File: config.mk
export PLATFORM = sky130hd
export DESIGN_NAME = ps2_host_tx
export DESIGN_NICKNAME = d
export VERILOG_FILES = /design/src/rtl/ps2_host_tx.sv
export SDC_FILE = /design/constraint.sdc
export NUM_CORES = 1
export LEC_CHECK = 0
export CORE_MARGIN = 2
export CORE_UTILIZATION = 62
export DETAILED_ROUTE_END_ITERATION = 10
export GPL_TIMING_DRIVEN = 0
export PLACE_DENSITY = 0.84
export SETUP_SLACK_MARGIN = 0.3
export SLEW_MARGIN = 20
export SYNTH_ARGS = -nofsm -noshare
export SYNTH_HDL_FRONTEND = slang
export SYNTH_SLANG_ARGS = --single-unit
File: constraint.sdc
create_clock -name CLK -period 5.5 [get_ports CLK]
set_clock_uncertainty 0.15 [all_clocks]
set_input_delay 0.55 -clock CLK [delete_from_list [all_inputs] [get_ports CLK]]
set_output_delay 0.55 -clock CLK [all_outputs]
set_load 0.05 [all_outputs]
File: src/rtl/ps2_host_tx.sv
`timescale 1ns/1ps
// ps2_host_tx
//   Host-to-device PS/2 transmitter. Sends one command byte to the keyboard
//   over the shared open-drain PS2_CLK / PS2_DATA lines. An OE output at 1
//   pulls its pad low; at 0 it releases the pad.
//
// Ports
//   CLK, RST        board clock, asynchronous active-high reset
//   tx_data[7:0]    command byte, captured when tx_valid & tx_ready
//   tx_valid        request to send tx_data
//   tx_ready        block idle, request can be accepted
//   busy            transfer in progress (~tx_ready); receiver must ignore the bus
//   tx_done         1-cycle pulse: byte sent and ACKed by the device
//   tx_error        1-cycle pulse: timeout or missing ACK
//   PS2_CLK         keyboard clock pad value (asynchronous)
//   PS2_DATA        keyboard data pad value (asynchronous)
//   PS2_CLK_OE      1 = pull PS2_CLK low
//   PS2_DATA_OE     1 = pull PS2_DATA low
module ps2_host_tx #(
  parameter int INHIBIT_CYCLES = 5000,
  parameter int TIMEOUT_CYCLES = 750000
) (
  input  logic       CLK,
  input  logic       RST,
  input  logic [7:0] tx_data,
  input  logic       tx_valid,
  output logic       tx_ready,
  output logic       busy,
  output logic       tx_done,
  output logic       tx_error,
  input  logic       PS2_CLK,
  input  logic       PS2_DATA,
  output logic       PS2_CLK_OE,
  output logic       PS2_DATA_OE
);

  localparam int CNT_MAX = (INHIBIT_CYCLES > TIMEOUT_CYCLES) ? INHIBIT_CYCLES : TIMEOUT_CYCLES;
  localparam int CNT_W   = $clog2(CNT_MAX + 1);

  localparam logic [CNT_W-1:0] INH_LAST = CNT_W'(INHIBIT_CYCLES - 1);
  localparam logic [CNT_W-1:0] INH_PRE  = CNT_W'(INHIBIT_CYCLES - 2);
  localparam logic [CNT_W-1:0] TO_LAST  = CNT_W'(TIMEOUT_CYCLES - 1);

  typedef enum logic [2:0] {
    S_IDLE, S_INHIBIT, S_REQ, S_SHIFT, S_ACK, S_WAIT_IDLE, S_ERROR
  } state_t;

  // Bit index stops at 15 instead of wrapping back to bit 0.
  function automatic logic [3:0] sat_inc4(input logic [3:0] v);
    return (v == 4'hF) ? v : v + 4'd1;
  endfunction

  state_t           state, state_nxt;
  logic [CNT_W-1:0] cnt, cnt_nxt;
  logic [3:0]       bit_idx, bit_nxt;
  logic             data_oe, data_oe_nxt;
  logic             clk_oe, clk_oe_nxt;
  logic             accept;
  logic [7:0]       tx_byte;
  logic             parity;

  // Input synchroniser stage: p0 first flop, p1 synced value, p2 previous synced clock
  logic ps2_clk_p0, ps2_clk_p1, ps2_clk_p2;
  logic ps2_data_p0, ps2_data_p1;
  logic fe;

  // Reset to the idle-high line level so no false edge follows reset.
  always_ff @(posedge CLK or posedge RST) begin
    if (RST) begin
      ps2_clk_p0  <= 1'b1;
      ps2_clk_p1  <= 1'b1;
      ps2_clk_p2  <= 1'b1;
      ps2_data_p0 <= 1'b1;
      ps2_data_p1 <= 1'b1;
    end else begin
      ps2_clk_p0  <= PS2_CLK;
      ps2_clk_p1  <= ps2_clk_p0;
      ps2_clk_p2  <= ps2_clk_p1;
      ps2_data_p0 <= PS2_DATA;
      ps2_data_p1 <= ps2_data_p0;
    end
  end

  assign fe = ps2_clk_p2 & ~ps2_clk_p1;

  assign tx_ready = (state == S_IDLE);
  assign busy     = ~tx_ready;
  assign accept   = tx_valid & tx_ready;

  // Captured byte and odd parity: data only, no reset needed
  always_ff @(posedge CLK) begin
    if (accept) begin
      tx_byte <= tx_data;
      parity  <= ~^tx_data;
    end
  end

  // FSM control register; OE outputs are registered so the pads never glitch
  always_ff @(posedge CLK or posedge RST) begin
    if (RST) begin
      state   <= S_IDLE;
      cnt     <= '0;
      bit_idx <= '0;
      data_oe <= 1'b0;
      clk_oe  <= 1'b0;
    end else begin
      state   <= state_nxt;
      cnt     <= cnt_nxt;
      bit_idx <= bit_nxt;
      data_oe <= data_oe_nxt;
      clk_oe  <= clk_oe_nxt;
    end
  end

  assign PS2_CLK_OE  = clk_oe;
  assign PS2_DATA_OE = data_oe;

  always_comb begin
    state_nxt   = state;
    cnt_nxt     = cnt;
    bit_nxt     = bit_idx;
    data_oe_nxt = data_oe;
    tx_done     = 1'b0;
    tx_error    = 1'b0;

    unique case (state)
      S_IDLE: begin
        data_oe_nxt = 1'b0;
        if (accept) begin
          state_nxt   = S_INHIBIT;
          cnt_nxt     = '0;
          // With a one-cycle inhibit the start bit must appear immediately.
          data_oe_nxt = (INHIBIT_CYCLES == 1);
        end
      end
      S_INHIBIT: begin
        cnt_nxt = cnt + CNT_W'(1);
        if (cnt == INH_LAST) begin
          state_nxt   = S_REQ;
          data_oe_nxt = 1'b1;
        end else begin
          // Start bit goes low on the final inhibit cycle.
          data_oe_nxt = (cnt == INH_PRE);
        end
      end
      S_REQ: begin
        state_nxt   = S_SHIFT;
        cnt_nxt     = '0;
        bit_nxt     = '0;
        data_oe_nxt = 1'b1;
      end
      S_SHIFT, S_ACK, S_WAIT_IDLE: begin
        cnt_nxt = cnt + CNT_W'(1);
        // Timeout is checked first so it wins over a simultaneous edge.
        if (cnt == TO_LAST) begin
          state_nxt   = S_ERROR;
          data_oe_nxt = 1'b0;
        end else if (state == S_SHIFT) begin
          if (fe) begin
            if (bit_idx < 4'd8)       data_oe_nxt = ~tx_byte[bit_idx[2:0]];
            else if (bit_idx == 4'd8) data_oe_nxt = ~parity;
            else                      data_oe_nxt = 1'b0;
            bit_nxt = sat_inc4(bit_idx);
            if (bit_idx >= 4'd9) state_nxt = S_ACK;
          end
        end else if (state == S_ACK) begin
          data_oe_nxt = 1'b0;
          if (fe) state_nxt = ps2_data_p1 ? S_ERROR : S_WAIT_IDLE;
        end else begin
          if (ps2_clk_p1 && ps2_data_p1) begin
            tx_done   = 1'b1;
            state_nxt = S_IDLE;
          end
        end
      end
      S_ERROR: begin
        tx_error    = 1'b1;
        data_oe_nxt = 1'b0;
        state_nxt   = S_IDLE;
      end
      default: begin
        state_nxt   = S_IDLE;
        data_oe_nxt = 1'b0;
      end
    endcase

    clk_oe_nxt = (state_nxt == S_INHIBIT) || (state_nxt == S_REQ);
  end

endmodule

After elaboration in Yosys (flattened, before gate mapping):

Index checks and enable logic that the tools add are counted.

* flip-flop bits (word level): 43
* bits of input ports: 13
* output and inout bits: 6

* $add $sub $neg: 2
* order comparisons: 3
* equal/unequal tests: 20
* muxes and demuxes: 34
* bitwise operators: 6
* reductions and logical operators: 11

Operators with widths (count)
* one-hot mux 20 bit (3 select lines): 1
* == test 20 x 13 -> 1 bit (second input constant): 2
* two-way mux 3 bit: 9
* adder 20 x 1 -> 20 bit (second input constant): 1
* == test 20 bit (second input constant): 1
* two-way mux 20 bit: 1
* two-way mux 4 bit: 4
* two-way mux 1 bit: 14
* one-hot mux 3 bit (4 select lines): 1
* == test 3 x 2 -> 1 bit (second input constant): 3
* == test 3 bit (second input constant): 3
* == test 4 bit (second input constant): 2
* inequality test 2 bit (second input constant): 4
* inequality test 4 bit (second input constant): 2
* one-hot mux 4 bit (2 select lines): 1
* XNOR reduction 8 bit: 1
* == test 3 x 1 -> 1 bit (second input constant): 2
* AND reduction 5 bit: 1
* adder 4 x 1 -> 4 bit (second input constant): 1
* >= comparator 4 bit (second input constant): 1
* less-than comparator 3 x 4 -> 1 bit (second input constant): 1
* less-than comparator 4 bit (second input constant): 1
* inverter 1 bit: 4
* AND reduction 2 bit: 2
* 12 further kinds: 13

Depth between registers and ports, before layout:

Gate-level depths: netlist (run 1).

* depth in word-level cells: 9
* gate-level depth with buffers: 8
* mapped depth without buffers: 8

Least setup slack after synthesis (run 1):

No wires, ideal clock.

* path type: reg2out
* start: reg cnt[0]
* end: out tx_done
* data arrival time: 1809 ps
* required time: 4800 ps
* slack: 2991 ps
* cell stages (with the launch flop): 6
* buffers on the path: 0
* cells stage by stage: dfrtp_1 ha_1 nor4b_4 nand4_1 nand4_1 nor2_1

* cells in the longest elaborated chain, start to end: 3

Ends and longest elaborated chain
* start, declared: line 54 `logic [CNT_W-1:0] cnt, cnt_nxt;`
* start signal, assigned: line 108 `cnt <= cnt_nxt;`
* == test 20 bit: line 155 `if (cnt == TO_LAST) begin`
* two-way mux 1 bit: line 155
* two-way mux 1 bit: line 126 `unique case (state)`
* end, declared: line 29 `output logic tx_done,`

Every way passes these cells.

Worst setup path in the final report (run 1):

Ends and elaborated chain as after synthesis.

==> results by group, run 1 <==
Worst setup path
  • Slowest stage cell, crit path: clkdlybuf4s50_1
  • WS Path Type: reg -> out
  • Crit start category: flip-flop
  • Crit Reg-Reg Endpoint: PS2_CLK_OE
  • Worst r2r src: cnt[0]
  • R2R Setup Slk: about 3.1 ns
  • CP endpoint kind: output port
  • Worst path max stage delay: ~0.70 ns
  • Critical path's most frequent cell: nand4_1
  • CP max FO: 8
  • WP data arrival: between 2 and 3 ns
  • Crit path required time: 4.80 ns
  • CP cell instances: ha_1, nor4b_4, nand4_1, nand4_1, nor2_1, clkdlybuf4s50_1
  • R2R cell count: 6
  • Worst Setup SP: cnt[0]

Yosys
  • Fraction of the yosys area taken by sequential cells: 48.0%
  • Synthesized Nets: roughly 250
  • Number of synthesized register bits: 43
  • Ys async rst share: about 79%
  • Synth warnings: 0
  • Post-Synthesis Cells: 233
  • Top FF cell, synth: dfrtp_1
  • Syn avg cell area: 10.1 um^2
  • Synth area leaders: dfrtp_1 (31%), edfxtp_1 (12%), dfstp_2 (5.6%), xnor2_1 (5.6%), nor2_1 (4.5%)
  • Synth Cell Area: around 0.0023 mm^2
  • Area leader, netlist: dfrtp_1
  • Share of the synthesized area in the top cell type: 30.9%
  • Number of synthesized flops with an enable pin: 9
  • Synth cell types: 53

Place
  • Detailed Place HPWL: 3220 um
  • Dpl cells: approximately 300
  • Pre-CTS WS: 2.49 ns
  • Placed cell areas: between 0.002 and 0.003 mm^2
  • GPL Wtd Cong: 0.848
  • Port Buffer Count: 18

Finish
  • Final core utilization: 72.8%
  • Synthesis-to-layout area growth: 13.5%
  • Nets: 276
  • Design Area, Final: ~0.0027 mm^2
  • Layout cells sized above 1: 10.9%
  • Non-Filler Instances: 306
  • Filler cell count: 263
  • # diodes: 0

Die
  • Area of the die: approximately 0.0043 mm^2
  • Initial core utilization: ~64%
  • CORE AREA: about 0.0037 mm^2
  • Rows: 22
  • # IOs: 19
  • Die width: 65.5 um
  • Die Y: 65.5 um

Clock tree
  • Num CTS Buffers: 5
  • Clock tree buffer depth: 2
  • Postcts setup bufs: 0
  • Post-cts resize count: 0
  • Clock Latency Late Sink: approximately 0.29 ns
  • Root buffer cell: clkbuf_8
  • H-Tree Level Count: 2
  • CTS tree: done
  • Clock Pin Slew Worst Setup and Hold Paths: approximately 0.070 ns
  • Post-CTS Hold Buffers: 0
  • Clock sinks: 43

Pwr
  • Static Leak: between 1 and 1.5 nW
  • Maximum vdd drop: between 0.2 and 0.3 mV
  • Power per cell area: about 270 mW/mm^2
  • Total power draw: around 710 uW

STA
  • WHS: between 0.2 and 0.25 ns
  • Max-slew headroom: between 50% and 60%
  • RSZ-0062 raised after global routing: no
  • Final worst slack: about 2.1 ns
  • FMAX: a little under 300 MHz
  • Worst Max-Slew Pin Slew: roughly 0.70 ns
  • Final min period: roughly 3.4 ns
  • Setup violations, final: 0
  • Slew Viols, Final: 0
  • Final Hold Fails: 0
  • Setup tns final: 0 ns
  • Crit share post-route: about three fifths

Detailed routing
  • Routed WL per cell: roughly 15 um
  • Initial DRC Count: ~110
  • DRT Wirelength: ~4500 um
  • Vias: ~1,700
  • Post-DRT Antenna Nets: 0
  • Vias per std cell: roughly 5.7
  • Drt pass-1 iters: 4
  • # DRC: 0

Hold path
  • HP Start: ps2_data_p0
  • Min-Delay Path Depth: 0
  • Hold Crit Endpoint: ps2_data_p1
  • HP Class: reg -> reg

GRT
  • Largest net degree at the start of global routing: 35
  • Total grt overflow: 0
  • First-pass GRT wire length: 7820 um
  • Initial antenna violation count: 0
  • GRT Total Usage: approximately a quarter
  • Vias in the first global route: roughly 1,700

Run
  • Max-Cap Viols: 0

Run status
  • Outcome: finished clean
==> flip-flops by register name, indices dropped and copies added (netlist names) <==
name / cells
ps2_clk_p2: 1
cnt: 20
bit_idx: 4
state: 3
ps2_data_p1: 1
ps2_clk_p0: 1
ps2_data_p0: 1
tx_byte: 8
ps2_clk_p1: 1
PS2_DATA_OE: 1
parity: 1
PS2_CLK_OE: 1
==> worst max path at each step <==
stage / end / cells after the start
3_3_place_gp: tx_done / 6
6_report: tx_done / 6
3_5_place_dp: tx_done / 6
2_1_floorplan: tx_done / 5
5_1_grt: tx_done / 6
4_1_cts: tx_done / 6
==> cells in the mapped netlist, types with 3 or more instances <==
cell type / instances
xnor2_1: 15
buf_2: 4
nor2b_1: 4
a31oi_1: 3
inv_1: 11
edfxtp_1: 9
o21ai_0: 8
a21oi_1: 8
nor3_1: 7
clkbuf_1: 5
nor2_1: 28
and2_1: 5
ha_1: 5
nand3_1: 8
nand2_1: 20
nand4_1: 6
or3_1: 5
dfstp_2: 5
xor2_1: 9
dfrtp_1: 29
==> layout make-up <==
| cell class | instances | area (um^2) | area share (%) |
|---|---|---|---|
| Timing Repair Buffer | 18 | 180 | 6.76 |
| Tap cell | 48 | 60.1 | 2.25 |
| Clock buffer | 7 | 76.3 | 2.86 |
| Buffer | 9 | 38.8 | 1.46 |
| Sequential cell | 43 | 1130 | 42.3 |
| Inverter | 11 | 41.3 | 1.55 |
| Multi-Input combinational cell | 170 | 1140 | 42.8 |
==> report_power, final <==
| part | switching, mW | internal (mW) |
|---|---|---|
| Clock | 0.0947 | 0.0874 |
| Sequential | 0.0362 | 0.357 |
| Combinational | 0.0747 | 0.0649 |
| Total | 0.206 | 0.509 |
==> worst max-delay path, delay by kind of cell, from the launching register on <==
kind	cells	cell delay, ns
AND/OR/NAND/NOR	4	1.01
buffers and inverters	1	0.70
flip-flops	1	0.42
adder cells (fa/ha/maj)	1	0.26
==> routing by layer <==
layer / GRT usage (%) / share of wire (%) / vias up
li1: - / - / 862
met1: 36.1 / 51 / 836
met2: 35.7 / 44 / 32
met3: 4.79 / 3.5 / 7
met4: 7.29 / 1.5 / 0
met5: 0 / 0 / -
==> logic make-up after synthesis <==
kind of cell,after synthesis,synth area share (%)
flops,43,48.0
compound gates,32,8.79
mux,2,1.92
buf+inv,20,3.41
fa+ha+maj,5,2.66
simple gates,107,26.3
xor+xnor,24,8.95
==> placed cells by master, fill, tap and decap left out, types with 5 or more instances in the layout <==
| cell type | instances |
|---|---|
| nand4_1 | 6 |
| nand3_1 | 8 |
| xor2_1 | 9 |
| o21ai_0 | 8 |
| xnor2_1 | 15 |
| nor2_1 | 28 |
| nor3_1 | 7 |
| and2_1 | 5 |
| or3_1 | 5 |
| clkdlybuf4s50_1 | 18 |
| inv_1 | 10 |
| clkbuf_8 | 5 |
| clkbuf_1 | 7 |
| a21oi_1 | 8 |
| dfrtp_1 | 29 |
| dfstp_2 | 5 |
| edfxtp_1 | 9 |
| nand2_1 | 20 |
| ha_1 | 5 |
No activity file was read; power rests on OpenSTA's default activity.
==> run 2, diff against run 1 <==
--- a/config.mk
+++ b/config.mk
@@ -6,10 +6,10 @@
 export NUM_CORES = 1
 export LEC_CHECK = 0
 export CORE_MARGIN = 2
-export CORE_UTILIZATION = 62
+export CORE_UTILIZATION = 58
 export DETAILED_ROUTE_END_ITERATION = 10
 export GPL_TIMING_DRIVEN = 0
-export PLACE_DENSITY = 0.84
+export PLACE_DENSITY = 0.8
 export SETUP_SLACK_MARGIN = 0.3
 export SLEW_MARGIN = 20
 export SYNTH_ARGS = -nofsm -noshare
==> constraint.sdc (replaced) <==
create_clock -name CLK -period 3.4 [get_ports CLK]
set_clock_uncertainty 0.15 [all_clocks]
set_input_delay 0.34 -clock CLK [delete_from_list [all_inputs] [get_ports CLK]]
set_output_delay 0.34 -clock CLK [all_outputs]
set_load 0.05 [all_outputs]
==> run 2 against run 1 <==
- core utilization decreased by 5.0 points
- largest power group unchanged
- flip-flop and latch count unchanged
- register-to-register slack got worse by 2.1 ns
- clock power increased by 71%
==> results by group, run 2 (synthesis gave the netlist of run 1 again) <==
Run status
  • Outcome: finished clean

Die
  • Area of the die: 0.00457 mm^2 (+6.5%)
  • Die width: 67.6 um (+3.2%)
  • CORE AREA: 0.00394 mm^2 (+7.7%)
  • Rows: 23 (+4.5%)
  • # IOs: 19 (unchanged)
  • Initial core utilization: 59.6% (-4.6 points)
  • Die Y: 67.6 um (+3.2%)

Clock tree
  • Clock tree buffer depth: 2 (unchanged)
  • Clock sinks: 43 (unchanged)
  • Clock Latency Late Sink: 0.30 ns (about the same)
  • Post-CTS Hold Buffers: 0 (unchanged)
  • CTS tree: done
  • Num CTS Buffers: 5 (unchanged)
  • Root buffer cell: clkbuf_8
  • H-Tree Level Count: 2 (unchanged)
  • Clock Pin Slew Worst Setup and Hold Paths: 0.08 ns (about the same)

Finish
  • Most common cell after layout, fill and taps aside: dfrtp_1
  • Reg with most FFs: cnt
  • Nets: 276 (unchanged)
  • Final core utilization: 67.8% (-5.0 points)
  • Synthesis-to-layout area growth: 13.7%
  • Max FFs per register: 20 (unchanged)
  • Layout cells sized above 1: 11.2% (+0.34 points)
  • Non-Filler Instances: 309 (+0.98%)
  • Design Area, Final: 0.00267 mm^2 (+0.23%)
  • Top Registers: cnt x20, tx_byte x8, bit_idx x4
  • Most frequent cells in the layout: dfrtp_1 (29), nor2_1 (28), nand2_1 (20)
  • # diodes: 0 (unchanged)

Place
  • Dpl cells: 301 (+0.67%)
  • Placed cell areas: 0.00259 mm^2 (about the same)
  • Port Buffer Count: 18 (unchanged)
  • GPL Wtd Cong: 0.828 (-2.4%)
  • Detailed Place HPWL: 3410 um (+5.8%)

STA
  • Final min period: around 2.9 ns
  • Max-slew headroom: 53.9% (+0.66 points)
  • Setup tns final: 0 ns (unchanged)
  • FMAX: ~340 MHz
  • Setup violations, final: 0 (unchanged)
  • RSZ-0062 raised after global routing: no
  • Slew Viols, Final: 0 (unchanged)
  • Worst Max-Slew Pin Slew: 0.691 ns (-0.00992 ns)
  • Crit share post-route: around 86%
  • Final Hold Fails: 0 (unchanged)

Detailed routing
  • # DRC: 0 (unchanged)
  • Vias per std cell: 5.74 (+1.2%)
  • Post-DRT Antenna Nets: 0 (unchanged)
  • Routed WL per cell: 14.9 um (+2.4%)
  • Drt pass-1 iters: 4 (unchanged)
  • Vias: 1,775 (+2.2%)
  • Initial DRC Count: 209 (+87%)
  • DRT met1 WL: 2170 um (-4.2%)
  • Met2 wire len: 2170 um (+10%)
  • DRT Wirelength: 4600 um (+3.4%)
  • Met3 wire len: 196 um (+27%)
  • Top layer used by detailed routing: met4

GRT
  • Initial antenna violation count: 0 (unchanged)
  • Vias in the first global route: 1,764 (+4.2%)
  • Largest net degree at the start of global routing: 35 (unchanged)
  • GRT Total Usage: 24.3% (+0.19 points)
  • First-pass GRT wire length: 8270 um (+5.7%)
  • Total grt overflow: 0 (unchanged)

Worst setup path
  • Crit path required time: 2.91 ns (-1.89 ns)
  • Crit start category: flip-flop
  • CP max FO: 8 (unchanged)
  • WP data arrival: 2.45 ns (-0.23 ns)
  • CP endpoint kind: output port
  • WS Path Type: reg -> out

Run
  • Max-Cap Viols: 0 (unchanged)

Pwr
  • Total power draw: 1.18 mW (+65%)
  • Maximum vdd drop: 0.253 mV (-1.8%)
  • Power per cell area: 441 mW/mm^2 (+64%)
  • Static Leak: 1.07 nW (+0.83%)

Hold path
  • HP Class: reg -> reg
==> run 2: cell types whose count changed in the layout (fill, tap and decap cells not counted) <==
cell             delta
clkdlybuf4s50_1     -1
clkinv_2            +1
dlygate4sd2_1       +1
==> run 2: critical path, cell delays in order, from the launching register on <==
cell,delay [ns]
dfrtp_1,0.45
ha_1,0.25
nor4b_4,0.31
nand4_1,0.39
nand4_1,0.27
nor2_1,0.06
dlygate4sd2_1,0.42
==> run 2: metal layers <==
layer | vias up | global-route usage [%]
met3 | 6 | 5.00
met1 | 866 | 34.1
met2 | 43 | 37.9
li1 | 860 | -
met5 | - | 0
met4 | 0 | 7.65
==> run 2: area by class of cell <==
| cell class | instances | area (um^2) |
|---|---|---|
| fill | 312 | 1270 |
| multi-input combinational | 170 | 1140 |
| sequential | 43 | 1130 |
| timing repair buffer | 18 | 179 |
| clock buffer | 7 | 76.3 |
| tap | 50 | 62.6 |
| inverter | 11 | 41.3 |
| buffer | 9 | 38.8 |
| clock inverter | 1 | 5.00 |
==> run 2: report_power, final <==
group / internal, mW / switching [mW]
Clock: 0.144 / 0.168
Combinational: 0.104 / 0.119
Sequential: 0.577 / 0.0644
==> run 2: path summary, 6_finish.rpt <==
check	from	end	slack (ns)	cells past startpoint
worst max-delay path	cnt[0]	tx_done	0.46	6
worst min-delay path	ps2_data_p0	ps2_data_p1	0.21	0
worst max register to register	cnt[0]	PS2_CLK_OE	1.05	6
worst min register to register	ps2_data_p0	ps2_data_p1	0.21	0
max in group asynchronous	RST	cnt[16]	2.33	2
min in group asynchronous	RST	PS2_CLK_OE	0.32	2
==> run 2: through the flow <==
stage          setup WS [ns]  hold WS (ns)
4_1_cts                0.497         0.208
6_report               0.459         0.207
3_3_place_gp           0.600         0.196
5_1_grt                0.335         0.213
3_5_place_dp           0.551         0.198
2_1_floorplan          0.935         0.194
==> run 2: repair_timing <==
item                       CTS  global route
resized for setup            1             0
setup endpoints to repair    1             0
setup buffers                0             0
